### src/rtl/input_buffer_fifo.sv
`default_nettype none
// ============================================================================
//  Module      : input_buffer_fifo
//  Description : Keyboard input stage. The asynchronous input_arrived_flag
//                strobe is synchronised and rising-edge detected; each
//                detected edge pushes keyboard_input into a DEPTH-entry
//                first-word-fall-through FIFO. The CPU sees the head word on
//                input_data together with an FGI-style ready flag and pops
//                with a one-cycle read_ack pulse (issued by INP).
//  Ports       :
//    clk                 in   1         system clock, posedge
//    rst_n               in   1         asynchronous active-low reset
//    keyboard_input      in   DATA_W    character, stable while flag high
//    input_arrived_flag  in   1         async strobe, rising edge = new char
//    read_ack            in   1         pop head word (one pulse per word)
//    clear_overflow      in   1         synchronous clear of overflow sticky
//    input_data          out  DATA_W    head word when not empty, else 0
//    fgi                 out  1         1 when at least one word is stored
//    full                out  1         1 when DEPTH words are stored
//    overflow            out  1         sticky: a character was dropped
//    count               out  ADDR_W+1  stored words, 0..DEPTH
//  Parameters  : DATA_W (word width), DEPTH (power of two, >= 2)
//  Revision    : 1.0  initial release
// ============================================================================
module input_buffer_fifo #(
    parameter int DATA_W = 8,
    parameter int DEPTH  = 4
) (
    input  logic                      clk,
    input  logic                      rst_n,
    input  logic [DATA_W-1:0]         keyboard_input,
    input  logic                      input_arrived_flag,
    input  logic                      read_ack,
    input  logic                      clear_overflow,
    output logic [DATA_W-1:0]         input_data,
    output logic                      fgi,
    output logic                      full,
    output logic                      overflow,
    output logic [$clog2(DEPTH):0]    count
);

    // Pointer width is derived from DEPTH and never overridden.
    localparam int ADDR_W = $clog2(DEPTH);
    localparam logic [ADDR_W:0] c_full_count = (ADDR_W+1)'(DEPTH);

    // Synchroniser / edge detector. r_s1 and r_s2 form the two-flop
    // metastability guard; r_s3 holds the previous synchronised value.
    logic r_s1;
    logic r_s2;
    logic r_s3;

    logic [DATA_W-1:0] r_mem [DEPTH];
    logic [ADDR_W-1:0] r_wp;
    logic [ADDR_W-1:0] r_rp;
    logic [ADDR_W:0]   r_count;
    logic              r_overflow;

    logic w_wr_evt;
    logic w_empty;
    logic w_full;
    logic w_do_rd;
    logic w_do_wr;
    logic w_drop;

    assign w_wr_evt = r_s2 & ~r_s3;
    assign w_empty  = (r_count == '0);
    assign w_full   = (r_count == c_full_count);

    // A read on empty is ignored. A write while full is still accepted when
    // a read frees a slot in the same cycle, so no word is lost in that case.
    assign w_do_rd  = read_ack & ~w_empty;
    assign w_do_wr  = w_wr_evt & (~w_full | w_do_rd);
    assign w_drop   = w_wr_evt & w_full & ~w_do_rd;

    always_ff @(posedge clk or negedge rst_n) begin
        if (!rst_n) begin
            r_s1 <= 1'b0;
            r_s2 <= 1'b0;
            r_s3 <= 1'b0;
        end else begin
            r_s1 <= input_arrived_flag;
            r_s2 <= r_s1;
            r_s3 <= r_s2;
        end
    end

    // Pointers wrap through natural ADDR_W rollover (DEPTH is a power of two).
    always_ff @(posedge clk or negedge rst_n) begin
        if (!rst_n) begin
            r_wp    <= '0;
            r_rp    <= '0;
            r_count <= '0;
        end else begin
            if (w_do_wr) begin
                r_wp <= r_wp + 1'b1;
            end
            if (w_do_rd) begin
                r_rp <= r_rp + 1'b1;
            end
            case ({w_do_wr, w_do_rd})
                2'b10:   r_count <= r_count + 1'b1;
                2'b01:   r_count <= r_count - 1'b1;
                default: r_count <= r_count;
            endcase
        end
    end

    // Set has priority over clear so a drop in the clearing cycle is not lost.
    always_ff @(posedge clk or negedge rst_n) begin
        if (!rst_n) begin
            r_overflow <= 1'b0;
        end else if (w_drop) begin
            r_overflow <= 1'b1;
        end else if (clear_overflow) begin
            r_overflow <= 1'b0;
        end
    end

    // Storage needs no reset: a slot is only visible once count covers it.
    always_ff @(posedge clk) begin
        if (w_do_wr) begin
            r_mem[r_wp] <= keyboard_input;
        end
    end

    assign input_data = w_empty ? '0 : r_mem[r_rp];
    assign fgi        = ~w_empty;
    assign full       = w_full;
    assign overflow   = r_overflow;
    assign count      = r_count;

endmodule
`default_nettype wire

### config.mk
export PLATFORM = sky130hd
export DESIGN_NAME = input_buffer_fifo
export DESIGN_NICKNAME = d
export VERILOG_FILES = /design/src/rtl/input_buffer_fifo.sv
export SDC_FILE = /design/constraint.sdc
export NUM_CORES = 1
export LEC_CHECK = 0
export CORE_MARGIN = 2
export CORE_UTILIZATION = 30
export DETAILED_ROUTE_END_ITERATION = 6
export DONT_BUFFER_PORTS = 1
export GPL_TIMING_DRIVEN = 0
export PLACE_DENSITY = 0.46
export SLEW_MARGIN = 0
export SYNTH_ARGS = -nofsm -noshare
export SYNTH_HDL_FRONTEND = slang
export SYNTH_SLANG_ARGS = --single-unit
### constraint.sdc
create_clock -name clk -period 3.65 [get_ports clk]
set_input_delay 0.73 -clock clk [delete_from_list [all_inputs] [get_ports clk]]
set_output_delay 0.73 -clock clk [all_outputs]
set_load 0.05 [all_outputs]
# [Yosys cells after proc, flatten, opt, wreduce, memory -nomap -nowiden]
# Memory sizes are Yosys's and may differ from the RTL's.
# Index checks and enable logic that the tools add are counted.
[op_classes] eq_ne=3 shift=0 magnitude_cmp=0 add_sub_neg=4 div=0 reduce_logical=3 muxes=6 mul=0 bitwise=10
[ops] operator="$mux 8" n=1
[ops] operator="$pmux 3 s2" n=1
[ops] operator="$and 1x1->1" n=5
[ops] operator="$add 2x1->2 const B" n=2
[ops] operator="$mux 1" n=4
[ops] operator="$not 1->1" n=4
[ops] operator="$reduce_bool 2->1" n=2
[ops] operator="$add 3x1->3 const B" n=1
[ops] operator="$eq 3x3->1 const B" n=1
[ops] operator="$logic_not 3->1" n=1
[ops] operator="$sub 3x1->3 const B" n=1
[ops] operator="$eq 2x1->1 const B" n=1
[ops] operator="$eq 2x2->1 const B" n=1
[ops] operator="$or 1x1->1" n=1
[word_totals] inputBits=13 out_inout_bits=14 latchBits=0 ram_bits=32 romBits=0 ff_bits=11 mem_count=1 wordCells=34
[memory_table] name="r_mem" words=4 word_bits=8 read_ports=1 rd_clocked_by_memory_dff=0 write_ports=1 line_no="52" text="logic [DATA_W-1:0] r_mem [DEPTH];"

# [Depth between registers and ports, before layout]
[logic_depth] depth_word=7 ltp_mapped=7 mapped_depth_nobuf=6

# [Least setup slack after synthesis]
# Ideal clock, no wire load.
[synth_timing] kind="reg2reg" start="reg r_count[1], in the netlist count[1]" end="reg r_count[2], in the netlist count[2]" path_stages_with_launch=7 period_less_slack_ps=2949 setup_time_ps=126 required_ps=3524 t_arrival_ps=2823 path_slack_ps=701 path_buffers=1 path_cell_list="dfrtp_1 or3_1 clkbuf_1 nand3_1 fa_1 or3_4 a311o_1"
[synth_between] elab_chain_cells=7 word_cells_on_any_way=13 classes_between="2 x add/sub; 3 x eq/ne; 1 x mux; 5 x bitwise; 2 x reduce/logical"
[synth_rtl] item="start, declared" line_no="55" text="logic [ADDR_W:0] r_count;"
[synth_rtl] item="start signal, assigned" line_no="101" text="2'b10: r_count <= r_count + 1'b1;"
[synth_rtl] item="start signal, assigned" line_no="102" text="2'b01: r_count <= r_count - 1'b1;"
[synth_rtl] item="start signal, assigned" line_no="103" text="default: r_count <= r_count;"
[synth_rtl] item="$logic_not 3->1 (*)" line_no="66" text="assign w_empty = (r_count == '0);"
[synth_rtl] item="$not 1->1 (*)"
[synth_rtl] item="net fgi" line_no="36" text="output logic fgi,"
[synth_rtl] item="$and 1x1->1 (*)" line_no="71" text="assign w_do_rd = read_ack & ~w_empty;"
[synth_rtl] item="$or 1x1->1" line_no="72" text="assign w_do_wr = w_wr_evt & (~w_full | w_do_rd);"
[synth_rtl] item="$and 1x1->1" line_no="72"
[synth_rtl] item="$eq 2x1->1 / $eq 2x2->1 (equally long branches)" line_no="100" text="case ({w_do_wr, w_do_rd})"
[synth_rtl] item="$pmux 3 s2 / $reduce_bool 2->1 (equally long branches)"
# The timed path passes the listed nets; every way through them passes the cells marked *.
# A chain may end at the register's enable or synchronous reset.

# [Worst setup path after layout]
[layout_timing] start="reg r_count[1], in the netlist count[1]" end="out input_data[6]"
[layout_between] elab_chain_cells=2
[layout_rtl] item="$logic_not 3->1" line_no="66"
[layout_rtl] item="$mux 8" line_no="126" text="assign input_data = w_empty ? '0 : r_mem[r_rp];"
[layout_rtl] item="end, declared" line_no="35" text="output logic [DATA_W-1:0] input_data,"
# No other way between the ends.

==> flow_summary_export.csv <==
group,metric,value,unit
yosys,synth_top_area_cell,"edfxtp_1",
place,post-place-ws,307.5,ps
yosys,synth_top_area_share,52.32,%
drt,ant_nets,0,
yosys,muxShareOfSynthArea,10.42,%
clock_tree,cts_tree,"yes",
grt,grt_overflow,0,
drt,drc,0,
yosys,synth_top_family_by_area,"multiplexers",
power_and_ir_drop,power_density,904.8,nW/um2
yosys,synth_edf_count,32,
yosys,synthTopCellsByArea,"edfxtp_1 (52%), dfrtp_1 (15%), mux4_2 (9.8%)",
sta,tightest_slew,989.5,ps
clock_tree,cts_hold_buf,0,
run,drv_cap,0,
grt,antenna_found_initial,0,
yosys,synth_area_per_cell,16.70,um2
clock_tree,clk_path_buf_depth,2,
power_and_ir_drop,p_total,1874,uW
power_and_ir_drop,ir_drop,389.4,uV
yosys,synth_cell_types,27,
sta,post-route-min-period,3388,ps
sta,post-route-period-util,92.82,%
grt,grt_pass1_wl,4.823,mm
yosys,synth.most_common_cell,"edfxtp_1",
yosys,mappedNetlistNets,128,
yosys,yosys-top-cells-count,"edfxtp_1 (32), and2_1 (12), dfrtp_1 (11)",
yosys,ys.flop_type,"edfxtp_1",
clock_tree,insertion_delay,290,ps
sta,final.setup.tns,0,ps
power_and_ir_drop,leakagePower,0.0007309,uW
sta,setup_viol,0,
floorplanning,ios,27,
grt,grt_pass1_vias,939,
sta,hold_violations,0,
floorplanning,rows,28,
layout,diodes,0,
floorplanning,die_w,82.25,um
sta,worst_slack,262.1,ps
clock_tree,clkTransAtPathRegs,90,ps
place,hpwl,2.136,mm
yosys,synth_seq_area_share,67.30,%
layout,final.fill_count,554,
sta,max_slew_margin,34.03,%
clock_tree,root_buffer,"clkbuf_8",
place,dp.cells,185,
clock_tree,clock_sinks,43,
critical_path,crit_required,2920,ps
floorplanning,start_util,31.02,%
clock_tree,cts_resized,0,
clock_tree,post_cts_buffers,0,
yosys,synth-xor-area-share,2.384,%
yosys,yosys.area_share.adder,3.815,%
sta,rsz0062_at_grt,"no",
yosys,synthSimpleGateAreaFrac,8.856,%
worst_hold_path,worstHoldPathType,"primary input to asynchronous set/reset pin",
floorplanning,die_h,82.25,um
place,numPortBuffers,0,
grt,track_usage,10.25,%
critical_path,crit_path_end_kind,"output port",
layout,design_area,2071,um2
yosys,ys_warn_count,0,
layout,seqCellArea,1236,um2
critical_path,worstSetupStartpointType,"register",
drt,drt-vias-per-instance,4.829,
drt,wl_per_cell,16.02,um
clock_tree,htreeDepth,2,
status,outcome,"finished, final reports clean",
clock_tree,cts-buffers-inserted,5,
layout,nets,135,
critical_path,critical_path_class,"register to output port",
drt,wl,3.091,mm
sta,maxSlewViolCount,0,
yosys,async_flop_share,25.58,%
floorplanning,core,5921,um2
sta,fmax,0.2952,GHz
place,gp_congestion,0.7453,
yosys,synth_compound_area_share,4.087,%
layout,final_layout_size_suffix_gt1_share,19.49,%
layout,area_delta_synth_final,12.74,%
layout,multi_input_comb_area,543.0,um2
drt,dr.pass1.iters,4,
yosys,synth-seq-cells,43,
place,placedInstanceArea,1931,um2
drt,via_count,932,
floorplanning,die_area,6764,um2
yosys,synthCells,110,
critical_path,arrival,2660,ps
drt,drt-initial-drc-count,54,
grt,grt_max_degree,16,
sta,finalClockSkew,9.920,ps
yosys,synthesis.area,1837,um2
critical_path,cp_max_fo,10,
layout,stdcell_count,193,
-- report_power, final --
part / total (uW) / leakage (uW) / internal, uW / switching [uW]
Clock: 448 / 0.0000703 / 278 / 170
Combinational: 700 / 0.000239 / 214 / 486
Sequential: 726 / 0.000422 / 608 / 118
Total: 1870 / 0.000731 / 1100 / 774
-- cell type report --
class	count	share of cell area, %
multi-input cells	55	26.22
well taps	75	4.532
flip-flops and latches	43	59.70
clock buffers	5	3.323
clock inverters	3	3.444
plain buffers	5	1.511
inverters	7	1.269
-- through the flow --
stage | utilization, % | hold WS, ps
floorplan | - | 331.2
global route | 34.97 | 88.60
global placement | 32.61 | 335.6
detailed placement | 32.61 | 342.7
CTS | 34.97 | 105.1
finish | 34.97 | 116.8
-- routing by layer --
layer  up-vias  track usage (%)  routed length, um
li1        421                -                  -
met1       475            12.38               1300
met2        30            15.56               1499
met3         6            4.457                216
met4         0            5.167                 74
met5         -                0                  0
-- critical path: stages (launching register included) --
cell	delay, ps
dfrtp_1	770
or3_1	260
clkbuf_1	750
and2_1	600
-- final timing paths --
kind	cells past startpoint	endpoint	from	slack, ps
min	0	r_rp[0]	rst_n	120
min reg2reg	0	r_s2	r_s1	360
min in group clk	0	r_s2	r_s1	360
max in group asynchronous	0	r_rp[1]	rst_n	3450
max	3	input_data[6]	count[1]	260
max reg2reg	6	count[2]	count[1]	350
-- state kept, by name (all words and copies together) (netlist names) --
name,count
r_mem,32
count,3
r_rp,2
r_wp,2
overflow,1
r_s1,1
r_s2,1
r_s3,1
-- cell usage in the layout (no fill, tap or decap), types with 2 or more instances in the layout --
master     count
nor2_1         2
edfxtp_1      32
a21oi_1        3
bufinv_16      2
o221ai_1       2
nand2_1        5
ha_1           4
clkbuf_1       2
dfrtp_1       11
clkbuf_8       5
mux4_2         8
nand3_1        3
inv_1          7
and2_1        12
xnor2_1        5
-- cell families after synthesis --
family / count (synthesis)
flops: 43
simple gates: 27
buf+inv: 12
compound gates: 9
mux: 9
xor+xnor: 5
fa+ha+maj: 5
No activity file was read; power rests on OpenSTA's default activity.
